### src/rtl/inst_stream_loader.sv
// Byte-stream instruction loader: packs big-endian bytes into words and writes them to instruction memory.
// Optional LOADER_CHECKSUM_EN adds a trailing XOR checksum byte verified in the CHECK state.
module inst_stream_loader #(
  parameter int OPCODE_WIDTH = 25,
  parameter int OPCODE_COUNT = 64
) (
  input  logic                              clk,
  input  logic                              reset,
  input  logic                              start,
  input  logic                              in_valid,
  input  logic [7:0]                        in_data,
  input  logic                              in_last,
  output logic                              in_ready,
  output logic                              write_inst_en,
  output logic [OPCODE_WIDTH-1:0]           write_inst_data,
  output logic [$clog2(OPCODE_COUNT)-1:0]   write_inst_addr,
  output logic                              mpu_reset,
  output logic                              load_done,
  output logic                              load_error,
  output logic [$clog2(OPCODE_COUNT):0]     inst_count
);

  localparam int AW = $clog2(OPCODE_COUNT);
  localparam int CW = AW + 1;

  typedef enum logic [2:0] {IDLE, LOAD, WRITE, CHECK, DONE, ERROR} state_t;

  state_t            state, next_state;
  logic [1:0]        byte_idx;
  logic [23:0]       word_sr;
  logic              last_word;
  logic [31:0]       full_word;
  logic              accept;
  logic              start_ok;
  logic              hi_bad;
  logic              overflow;
  logic              go_write;
`ifdef LOADER_CHECKSUM_EN
  logic [7:0]        csum;
`endif

  assign full_word = {word_sr, in_data};
  assign accept    = in_valid && in_ready;
  assign start_ok  = start && (state == IDLE || state == DONE || state == ERROR);
  assign hi_bad    = (full_word >> OPCODE_WIDTH) != 32'd0;
  assign overflow  = inst_count == CW'(OPCODE_COUNT);
  assign go_write  = (state == LOAD) && (next_state == WRITE);

  always_ff @(posedge clk or posedge reset) begin
    if (reset) state <= IDLE;
    else       state <= next_state;
  end

  always_comb begin
    next_state    = state;
    in_ready      = 1'b0;
    write_inst_en = 1'b0;
    load_done     = 1'b0;
    load_error    = 1'b0;
    mpu_reset     = reset || !(state == IDLE || state == DONE);
    case (state)
      IDLE, DONE, ERROR: begin
        load_done  = (state == DONE);
        load_error = (state == ERROR);
        if (start) next_state = LOAD;
      end
      LOAD: begin
        in_ready = 1'b1;
        if (accept) begin
          if (byte_idx != 2'd3) begin
            if (in_last) next_state = ERROR;
          end else if (hi_bad || overflow) begin
            next_state = ERROR;
          end else begin
            next_state = WRITE;
          end
        end
      end
      WRITE: begin
        write_inst_en = 1'b1;
`ifdef LOADER_CHECKSUM_EN
        // in_last on the final word's fourth byte announces that the checksum byte follows
        next_state = last_word ? CHECK : LOAD;
`else
        next_state = last_word ? DONE : LOAD;
`endif
      end
      CHECK: begin
`ifdef LOADER_CHECKSUM_EN
        in_ready = 1'b1;
        if (accept) next_state = (in_last && in_data == csum) ? DONE : ERROR;
`else
        next_state = ERROR;
`endif
      end
      default: next_state = IDLE;
    endcase
  end

  always_ff @(posedge clk or posedge reset) begin
    if (reset) begin
      byte_idx        <= '0;
      word_sr         <= '0;
      last_word       <= 1'b0;
      inst_count      <= '0;
      write_inst_data <= '0;
      write_inst_addr <= '0;
    end else begin
      if (start_ok) begin
        byte_idx   <= '0;
        inst_count <= '0;
      end
      if (state == LOAD && accept) begin
        byte_idx <= 2'(byte_idx + 2'd1);
        word_sr  <= {word_sr[15:0], in_data};
      end
      // Address and data only change on a real write so they hold otherwise
      if (go_write) begin
        write_inst_data <= full_word[OPCODE_WIDTH-1:0];
        write_inst_addr <= inst_count[AW-1:0];
        last_word       <= in_last;
      end
      if (state == WRITE) inst_count <= CW'(inst_count + 1'b1);
    end
  end

`ifdef LOADER_CHECKSUM_EN
  always_ff @(posedge clk or posedge reset) begin
    if (reset)                        csum <= '0;
    else if (start_ok)                csum <= '0;
    else if (state == LOAD && accept) csum <= csum ^ in_data;
  end
`endif

endmodule

### config.mk
export PLATFORM = sky130hd
export DESIGN_NAME = inst_stream_loader
export DESIGN_NICKNAME = d
export VERILOG_FILES = /design/src/rtl/inst_stream_loader.sv
export SDC_FILE = /design/constraint.sdc
export NUM_CORES = 1
export LEC_CHECK = 0
export BUFFER_PORTS_ARGS = -buffer_cell sky130_fd_sc_hd__clkbuf_2
export CAP_MARGIN = 40
export CORE_MARGIN = 2
export CORE_UTILIZATION = 58
export CTS_CLUSTER_DIAMETER = 50
export CTS_CLUSTER_SIZE = 14
export DETAILED_ROUTE_END_ITERATION = 12
export PLACE_DENSITY = 0.85
export SETUP_SLACK_MARGIN = 0.02
export SLEW_MARGIN = 20
export SYNTH_ARGS = -nofsm -noshare
export SYNTH_HDL_FRONTEND = slang
export SYNTH_SLANG_ARGS = --single-unit
### constraint.sdc
create_clock -name clk -period 5.3 [get_ports clk]
set_clock_uncertainty 0.05 [all_clocks]
set_input_delay 1.06 -clock clk [delete_from_list [all_inputs] [get_ports clk]]
set_output_delay 1.06 -clock clk [all_outputs]
set_load 0.01 [all_outputs]
==> summary.md, run 1 <==
| Metric | Value |
|---|---|
| Post-CTS setup buffer count | `0` |
| Min-Delay Path Class | `flop to flop` |
| Syn nets | `226` |
| Via count | `1829` |
| Clock Pin Slew Worst Setup and Hold Paths | `70 ps` |
| Required @ worst endpoint | `5470 ps` |
| Die Wd | `73.4 um` |
| Crit Path Max Fanout | `29` |
| Unrepaired setup endpoints after global routing | `no` |
| Post-DP HPWL | `3290 um` |
| I/O Pins | `56` |
| Cell Rows | `25` |
| Vias/cell | `5.56` |
| Initial antenna violation count | `0` |
| CTS tree | `yes` |
| Cell Count, Final, Fillers Out | `329` |
| ANT cells | `0` |
| Final worst-path cycle share | `0.555` |
| H-tree levels | `3` |
| Area Growth Syn to Fin | `19.2%` |
| Hold_ws | `434 ps` |
| Max Freq | `0.340 GHz` |
| Setup violations, final | `0` |
| DRC viols | `0` |
| Share of layout cells above drive strength 1 | `0.451` |
| Post-CTS sizing | `0` |
| Die area | `0.00538 mm2` |
| Adder-cell share of the synthesized area | `0.0135` |
| Worst vdd ir | `0.282 mV` |
| Number of global-route vias before repair | `1735` |
| Outcome | `finished clean` |
| Largest family of logic cells by synthesized area | `multiplexers` |
| First-pass GRT wire length | `8550 um` |
| Initial Util | `0.595` |
| CP Class | `input pin to flop` |
| Syn avg cell area | `13.3 um2` |
| Reg2reg end | `write_inst_data[19]` |
| Fin nets | `286` |
| Synth Register Bits | `68` |
| GRT Resource Usage Total | `0.216` |
| Inst Count DP | `312` |
| Worst Reg-to-Reg Cells | `5` |
| Mux cell area share after synthesis | `0.190` |
| Worst R2R Setup Slack | `2600 ps` |
| Leakage | `1.72 nW` |
| Max Cap Viol | `0` |
| Num CTS Buffers | `9` |
| Slew @ Worst Pin | `678 ps` |
| Hold Startpoint | `word_sr[19]` |
| Grt total ovfl | `0` |
| Die H | `73.4 um` |
| Crit path time final | `2940 ps` |
| Ys Warns | `0` |
| Worst-Skew Late Latency | `340 ps` |
| Largest net degree at the start of global routing | `69` |
| P per Cell Area | `513 mW/mm2` |
| Post-Synth Simple-Gate Area | `0.107` |
| CP startpoint kind | `input pin` |
| Final core occ | `0.709` |
| Longest Clk Path Bufs | `2` |
| Setup WS post-layout | `2360 ps` |
| TritonCTS Sinks | `68` |
| Hold Path Stages | `2` |
| Slew HR | `0.548` |
| Synth Area in Compound Gates | `0.0511` |
| Max-slew violations | `0` |
| Post-synthesis cell count | `210` |
| Port buffer count | `55` |
| Worst setup EP type | `flop` |
| TritonRoute pass-1 iters | `4` |
| Worst R2R Start | `state[1]` |
| DR WL/cell | `15.7 um` |
| Final WL | `5180 um` |
| RePlAce Congestion | `0.845` |
| TNS Setup | `0 ps` |
| CTS Hold Buffers Added | `0` |
| First-iteration detailed-routing DRC count | `103` |
| Core Region | `0.00469 mm2` |
| Hold endpoint | `word_sr[19]` |
| Clock root buffer | `clkbuf_8` |
| Remaining antenna violation count | `0` |
| Distinct cells, synth | `35` |
| Post-Syn Area | `0.00279 mm2` |
| XOR/XNOR Fraction of Synth Area | `0` |
| Register area share after synthesis | `0.610` |
| Hold violation total from the final report | `0` |
| Worst slack, placed | `2010 ps` |
| CP Data Arrival Time | `3110 ps` |
report_power, final:
part	leakage, nW	switching [mW]	internal [mW]	total (mW)
clock	0.113	0.186	0.275	0.462
sequential	0.883	0.123	0.704	0.828
combinational	0.724	0.193	0.225	0.418
total	1.72	0.502	1.20	1.71
worst max path at each step:
stage,start,end,cells after the start
3_5_place_dp,in_valid,write_inst_data[20],6
4_1_cts,in_valid,write_inst_data[19],6
3_3_place_gp,in_valid,write_inst_data[20],6
2_1_floorplan,reset,byte_idx[0],1
6_report,in_valid,write_inst_data[19],6
5_1_grt,in_valid,write_inst_data[19],6
synthesized netlist by cell type (all sizes together):
| library cell | instances | area [um2] |
|---|---|---|
| o211ai | 1 | 7.51 |
| o22ai | 1 | 6.26 |
| nor4 | 1 | 6.26 |
| dfrtp | 68 | 1700 |
| inv | 5 | 18.8 |
| clkinv | 1 | 3.75 |
| nor2 | 6 | 22.5 |
| nand4bb | 1 | 11.3 |
| a21oi | 1 | 5.00 |
| nor4b | 1 | 8.76 |
| nand2 | 30 | 113 |
| mux2 | 45 | 529 |
| nand4 | 2 | 12.5 |
| buf | 6 | 51.3 |
| o21ai | 11 | 55.1 |
| o311ai | 1 | 8.76 |
| ha | 3 | 37.5 |
| nor2b | 2 | 12.5 |
| nand3 | 3 | 15.0 |
| o31ai | 1 | 7.51 |
| or3 | 1 | 6.26 |
| and3 | 3 | 23.8 |
| a22o | 5 | 43.8 |
| and4bb | 1 | 12.5 |
| clkbuf | 2 | 7.51 |
| o221ai | 1 | 8.76 |
| nand2b | 3 | 26.3 |
| or3b | 2 | 17.5 |
| nor3 | 2 | 10.0 |
critical path, cell delays in order:
cell and delay, ps:
clkbuf_2 80, and4bb_2 680, and3_4 330, nand2b_4 160, inv_2 370, mux2_2 400
cells by family after synthesis:
group,count (synthesis)
AOI/OAI and AO/OA,22
DFF,68
and+or+nand+nor,58
buffers and inverters,14
muxes,45
adders and majority gates,3
routing by layer:
layer,track usage,share of wire
met2,0.326,0.49
met3,0.0549,0.049
met4,0.121,0.029
met1,0.285,0.43
met5,0,0
flip-flops by register name, summed over array words and instances, names as in the netlist:
signal,flops
last_word,1
word_sr,24
inst_count,7
write_inst_addr,6
state,3
write_inst_data,25
byte_idx,2
final cells by class:
class                      count  area, um2
tap                           54       67.6
sequential                    68       1700
clock inverter                 5       75.1
timing repair buffer          57        310
multi-input combinational    128       1010
inverter                       6       22.5
clock buffer                  11        141
fill                         340       1370
placed cells by master (no fill, tap or decap), types with 3 or more instances in the layout:
cell type	count
a22o_1	5
clkbuf_2	55
clkbuf_8	10
clkinv_2	3
dfrtp_1	68
ha_1	3
inv_1	3
mux2_2	39
mux2_4	6
nand2_1	30
nand3_1	3
nor2_1	6
o21ai_0	11
stage by stage:
step	instance area, um2	power [mW]
final	3330	1.71
after global routing	3330	1.80
after CTS	3300	1.72
after detailed placement	3080	1.24
after global placement	3080	1.22
after floorplan	2790	1.08
Note: power is estimated with default switching activity, not from simulation.
==> run 2: changes to the inputs <==
Settings changed: CORE_UTILIZATION 58 to 49, PLACE_DENSITY 0.85 to 0.76.
Clock period 5.3 ns to 2.65 ns, I/O delays scaled along.
==> run 2 against run 1 <==
  * Largest cell class unchanged
  * Via count is 0.71% lower
  * Critical endpoint unchanged
  * Critical path type is now flop to flop
  * First-iteration DRC count is 35% lower
  * Global-route usage is 3.9 points lower
==> summary.md, run 2 (synthesized netlist as in run 1, its figures left out) <==
| Metric | Value |
|---|---|
| CTS Hold Buffers Added | `0` |
| Fillers | `441` |
| Crit Path Max Fanout | `20` |
| Crit path time final | `2330 ps` |
| Routed length on met1 | `2380 um` |
| Area Growth Syn to Fin | `19.4%` |
| Final WL | `5070 um` |
| Top reg by flops | `write_inst_data` |
| Hold violation total from the final report | `0` |
| Worst vdd ir | `0.555 mV` |
| Worst-Skew Late Latency | `330 ps` |
| Unrepaired setup endpoints after global routing | `no` |
| First-pass GRT wire length | `8470 um` |
| Initial antenna violation count | `0` |
| Die Wd | `79.5 um` |
| Worst Reg-to-Reg Cells | `6` |
| Inst Count DP | `331` |
| Post-CTS sizing | `0` |
| Via count | `1816` |
| Initial Util | `0.507` |
| Number of global-route vias before repair | `1771` |
| Leakage | `1.71 nW` |
| Most frequent cells in the layout | `dfrtp_1 (68), clkbuf_2 (55), mux2_2 (39)` |
| Port buffer count | `55` |
| CTS tree | `yes` |
| Top routing layer in use | `met4` |
| Clock root buffer | `clkbuf_8` |
| Worst setup EP type | `flop` |
| Most common cell after layout, fill and taps aside | `dfrtp_1` |
| Die area | `0.00631 mm2` |
| CP Class | `flop to flop` |
| DRC viols | `0` |
| Slew @ Worst Pin | `586 ps` |
| Core Region | `0.00551 mm2` |
| Met2 WL post-DR | `2350 um` |
| Longest Clk Path Bufs | `2` |
| Required @ worst endpoint | `2810 ps` |
| Min-Delay Path Class | `input pin to async pin` |
| Die H | `79.5 um` |
| Largest register FFs | `25` |
| GRT Resource Usage Total | `0.177` |
| Top Registers | `write_inst_data x25, word_sr x24, inst_count x7` |
| RePlAce Congestion | `0.750` |
| P per Cell Area | `990 mW/mm2` |
| Setup violations, final | `0` |
| TritonRoute pass-1 iters | `4` |
| Largest net degree at the start of global routing | `44` |
| Vias/cell | `5.25` |
| Num CTS Buffers | `9` |
| TNS Setup | `0 ps` |
| Worst R2R Setup Slack | `320 ps` |
| Cell Rows | `27` |
| First-iteration detailed-routing DRC count | `67` |
| DR WL/cell | `14.6 um` |
| Fin nets | `286` |
| Post-DP HPWL | `3450 um` |
| CP startpoint kind | `flop` |
| Share of layout cells above drive strength 1 | `0.453` |
| Cell Count, Final, Fillers Out | `346` |
| TritonCTS Sinks | `68` |
| Max Freq | `0.429 GHz` |
| Grt total ovfl | `0` |
| ANT cells | `0` |
| Final worst-path cycle share | `0.880` |
| Outcome | `finished clean` |
| H-tree levels | `3` |
| Max-slew violations | `0` |
| Clock Pin Slew Worst Setup and Hold Paths | `70 ps` |
| Remaining antenna violation count | `0` |
| Post-CTS setup buffer count | `0` |
| I/O Pins | `56` |
| CP Data Arrival Time | `2490 ps` |
| Worst R2R Start | `byte_idx[0]` |
| Reg2reg end | `write_inst_data[19]` |
| Max Cap Viol | `0` |
| WL met3 | `261 um` |
| Slew HR | `0.608` |
[run 2: cell count changes in the layout (fill, tap and decap cells not counted), sizes merged]
cell,change
clkbuf,+4
clkinv,-3
bufinv,-2
[run 2: metrics by stage]
stage               power (mW)  hold slack, ps  area (um2)  setup WS [ps]   util
floorplan                 2.15             396        2790            358      -
global placement          2.45             414        3120            440  0.567
detailed placement        2.49             418        3120            344  0.567
CTS                       3.34             210        3330            329  0.605
global route              3.50             239        3330            130  0.605
finish                    3.30             204        3330            318  0.605
[run 2: worst max-delay path, stage by stage (launching register included)]
cell,delay [ps]
dfrtp_1,380
ha_1,180
nor4b_1,350
and3_4,310
nand2b_4,160
inv_2,390
mux2_2,390
[run 2: where the power goes]
group | internal [mW] | switching [mW] | total [mW]
sequential | 1.41 | 0.233 | 1.64
clock | 0.489 | 0.351 | 0.840
combinational | 0.446 | 0.370 | 0.816
[run 2: worst max path at each step]
| stage | start | endpoint | slack [ps] | depth (start not counted) |
|---|---|---|---|---|
| after floorplan | reset | byte_idx[0] | 360 | 1 |
| after global placement | byte_idx[0] | write_inst_data[13] | 440 | 6 |
| after detailed placement | byte_idx[0] | write_inst_data[8] | 340 | 6 |
| after CTS | byte_idx[0] | write_inst_data[19] | 330 | 6 |
| after global routing | byte_idx[0] | write_inst_data[7] | 130 | 6 |
| final | byte_idx[0] | write_inst_data[19] | 320 | 6 |
[run 2: layout make-up]
type / instances / area, um2 / area share
Multi-Input combinational cell: 128 / 1010 / 0.302
Clock buffer: 15 / 206 / 0.0620
Tap cell: 72 / 90.1 / 0.0270
Inverter: 6 / 22.5 / 0.00676
Timing Repair Buffer: 57 / 303 / 0.0909
Sequential cell: 68 / 1700 / 0.511
[run 2: layer usage]
metal	vias to the layer above	GRT usage
met1	905	0.234
met3	7	0.0543
met2	52	0.271
li1	852	-
met4	0	0.0741
met5	-	0
==> run 3: changes to the inputs <==
Settings changed: ABC_AREA from default to 1, SLEW_MARGIN 20 to default.
==> run 3 against run 2 <==
  * Sequential share of layout area fell by 1.8 points
  * Design area rose by 3.8%
  * Setup slack improved by 280 ps
  * Hold slack improved by 140 ps
  * Clock power rose by 32%
  * Register-to-register slack improved by 400 ps
  * Synthesized cell count rose by 61%
  * Combinational power rose by 20%
  * Critical path depth fell by 3
  * Flip-flop and latch count did not move
  * Area after synthesis rose by 4.3%
  * Critical endpoint is now write_inst_en
  * Die area rose by 4.1%
==> summary.md, run 3 <==
| Metric | Value |
|---|---|
| Slowest CP cell | `dfrtp_1` |
| Grt met2 use | `0.297` |
| Required @ worst endpoint | `2070 ps` |
| Clock root buffer | `clkbuf_8` |
| Dominant cells by area after synthesis | `dfrtp_1 (58%), nand2_1 (18%), nand3_1 (7.4%), buf_6 (2.7%), inv_1 (2.1%)` |
| Initial Util | `0.500` |
| Reg2reg end | `write_inst_data[5]` |
| Cell Rows | `28` |
| Post-synthesis cell count | `338` |
| Largest net degree at the start of global routing | `69` |
| Unrepaired setup endpoints after global routing | `no` |
| Max Cap Viol | `0` |
| CP Data Arrival Time | `1470 ps` |
| Register area share after synthesis | `0.585` |
| Final worst-path cycle share | `0.775` |
| Final WL | `6070 um` |
| CTS Hold Buffers Added | `0` |
| Ys Warns | `0` |
| Hold Startpoint | `in_data[2]` |
| RePlAce Congestion | `0.870` |
| Post-CTS sizing | `0` |
| DR WL/cell | `12.9 um` |
| Most frequent cells in the layout | `nand2_1 (142), dfrtp_1 (68), clkbuf_2 (55)` |
| Via count | `2366` |
| Worst vdd ir | `0.522 mV` |
| Slew @ Worst Pin | `837 ps` |
| Max-slew violations | `0` |
| Longest Clk Path Bufs | `2` |
| Grt met3 use | `0.0500` |
| CP Class | `flop to output pin` |
| Most common cell after layout, fill and taps aside | `nand2_1` |
| Die Wd | `81.1 um` |
| Main synth FF type | `dfrtp_1` |
| Inst Count DP | `456` |
| EDFF count, synth | `0` |
| P per Cell Area | `1070 mW/mm2` |
| Max incr delay on CP | `500 ps` |
| Synth cell count leaders | `nand2_1 (142), dfrtp_1 (68), nand3_1 (43)` |
| Crit path time final | `2050 ps` |
| Die area | `0.00657 mm2` |
| Largest register FFs | `25` |
| Setup WS post-layout | `597 ps` |
| Worst R2R Start | `inst_count[0]` |
| Yosys top cell by area | `dfrtp_1` |
| Setup violations, final | `0` |
| Cell Count, Final, Fillers Out | `472` |
| Core Region | `0.00582 mm2` |
| GR Util met1 | `0.288` |
| Synth top area share | `0.585` |
| Syn avg cell area | `8.61 um2` |
| GRT Resource Usage Total | `0.205` |
| I/O Pins | `56` |
| Fillers | `514` |
| Hold violation total from the final report | `0` |
| H-tree levels | `3` |
| Slew HR | `0.442` |
| Distinct cells, synth | `20` |
| Critical-path cell list | `nand3_1, inv_1, clkbuf_2` |
| TritonCTS Sinks | `68` |
| Vias/cell | `5.01` |
| Syn nets | `354` |
| Worst R2R Setup Slack | `720 ps` |
| Outcome | `finished clean` |
| Initial antenna violation count | `0` |
| Worst-Skew Late Latency | `340 ps` |
| Die H | `81.1 um` |
| Synth async-reset ratio | `1.00` |
| First-iteration detailed-routing DRC count | `183` |
| Crit Path Max Fanout | `8` |
| Num CTS Buffers | `9` |
| Count leader, synth | `nand2_1` |
| Remaining antenna violation count | `0` |
| Post-Syn Area | `0.00291 mm2` |
| Post-DP HPWL | `3890 um` |
| First-pass GRT wire length | `10200 um` |
| Hold endpoint | `word_sr[2]` |
| Worst slack, placed | `714 ps` |
| Fin nets | `408` |
| Total power | `3.69 mW` |
| DRC viols | `0` |
| ANT cells | `0` |
| Clock Pin Slew Worst Setup and Hold Paths | `80 ps` |
| Area Growth Syn to Fin | `18.7%` |
| Post-CTS setup buffer count | `0` |
| Top reg by flops | `write_inst_data` |
| Min-Delay Path Class | `input pin to flop` |
| TritonRoute pass-1 iters | `4` |
| Number of global-route vias before repair | `2195` |
| Max Freq | `0.487 GHz` |
| Leakage | `1.96 nW` |
| Worst setup EP type | `output pin` |
| Synth Register Bits | `68` |
| TNS Setup | `0 ps` |
| Hold Path Stages | `3` |
| Most used routing layer | `met2` |
| CTS tree | `yes` |
| CP startpoint kind | `flop` |
| Port buffer count | `55` |
| Worst Reg-to-Reg Cells | `10` |
| Top Registers | `write_inst_data x25, word_sr x24, inst_count x7` |
| Share of layout cells above drive strength 1 | `0.217` |
| Grt total ovfl | `0` |
[run 3: logic make-up (layout without fill, tap and decap cells)]
group | Yosys count | in the layout | synth area share
DFF | 68 | 68 | 0.585
AOI/OAI and AO/OA | 25 | 25 | 0.0456
and+or+nand+nor | 202 | 202 | 0.284
adders and majority gates | 3 | 3 | 0.0129
buffers and inverters | 40 | 99 | 0.0727
[run 3: cell type report]
class,instances,area (um2),share of cell area
Timing Repair Buffer,59,305,0.0883
Clock buffer,10,128,0.0369
Multi-Input combinational cell,230,997,0.289
Clock inverter,6,136,0.0395
Tap cell,75,93.8,0.0272
Inverter,24,93.8,0.0272
Sequential cell,68,1700,0.492
[run 3: worst max path at each step]
stage	cells after the start	slack, ps	start	end
after floorplan	2	250	reset	mpu_reset
after global placement	10	840	inst_count[0]	write_inst_data[2]
after detailed placement	10	710	inst_count[0]	write_inst_data[5]
after CTS	3	590	state[1]	write_inst_en
final	3	600	state[1]	write_inst_en
after global routing	10	460	inst_count[0]	write_inst_addr[5]
[run 3: power breakdown]
part / switching, mW / internal, mW
logic: 0.644 / 0.338
registers: 0.225 / 1.37
clock network: 0.391 / 0.722
total: 1.26 / 2.43
[run 3: metrics by stage]
step                 util  hold slack (ps)  area, um2
floorplan               -              406       2910
global placement    0.549              405       3190
detailed placement  0.549              407       3190
CTS                 0.594              335       3460
global route        0.594              361       3460
finish              0.594              346       3460
[run 3: worst max-delay path: cells and delay by family, from the launching register on]
family	cells	cell delay, ps
and+or+nand+nor	1	260
DFF	1	500
buffers and inverters	2	370
[run 3: routing by layer]
metal	vias up	wire (um)
li1	1176	-
met1	1111	2730
met2	69	2890
met3	10	319
met4	0	131
met5	-	0
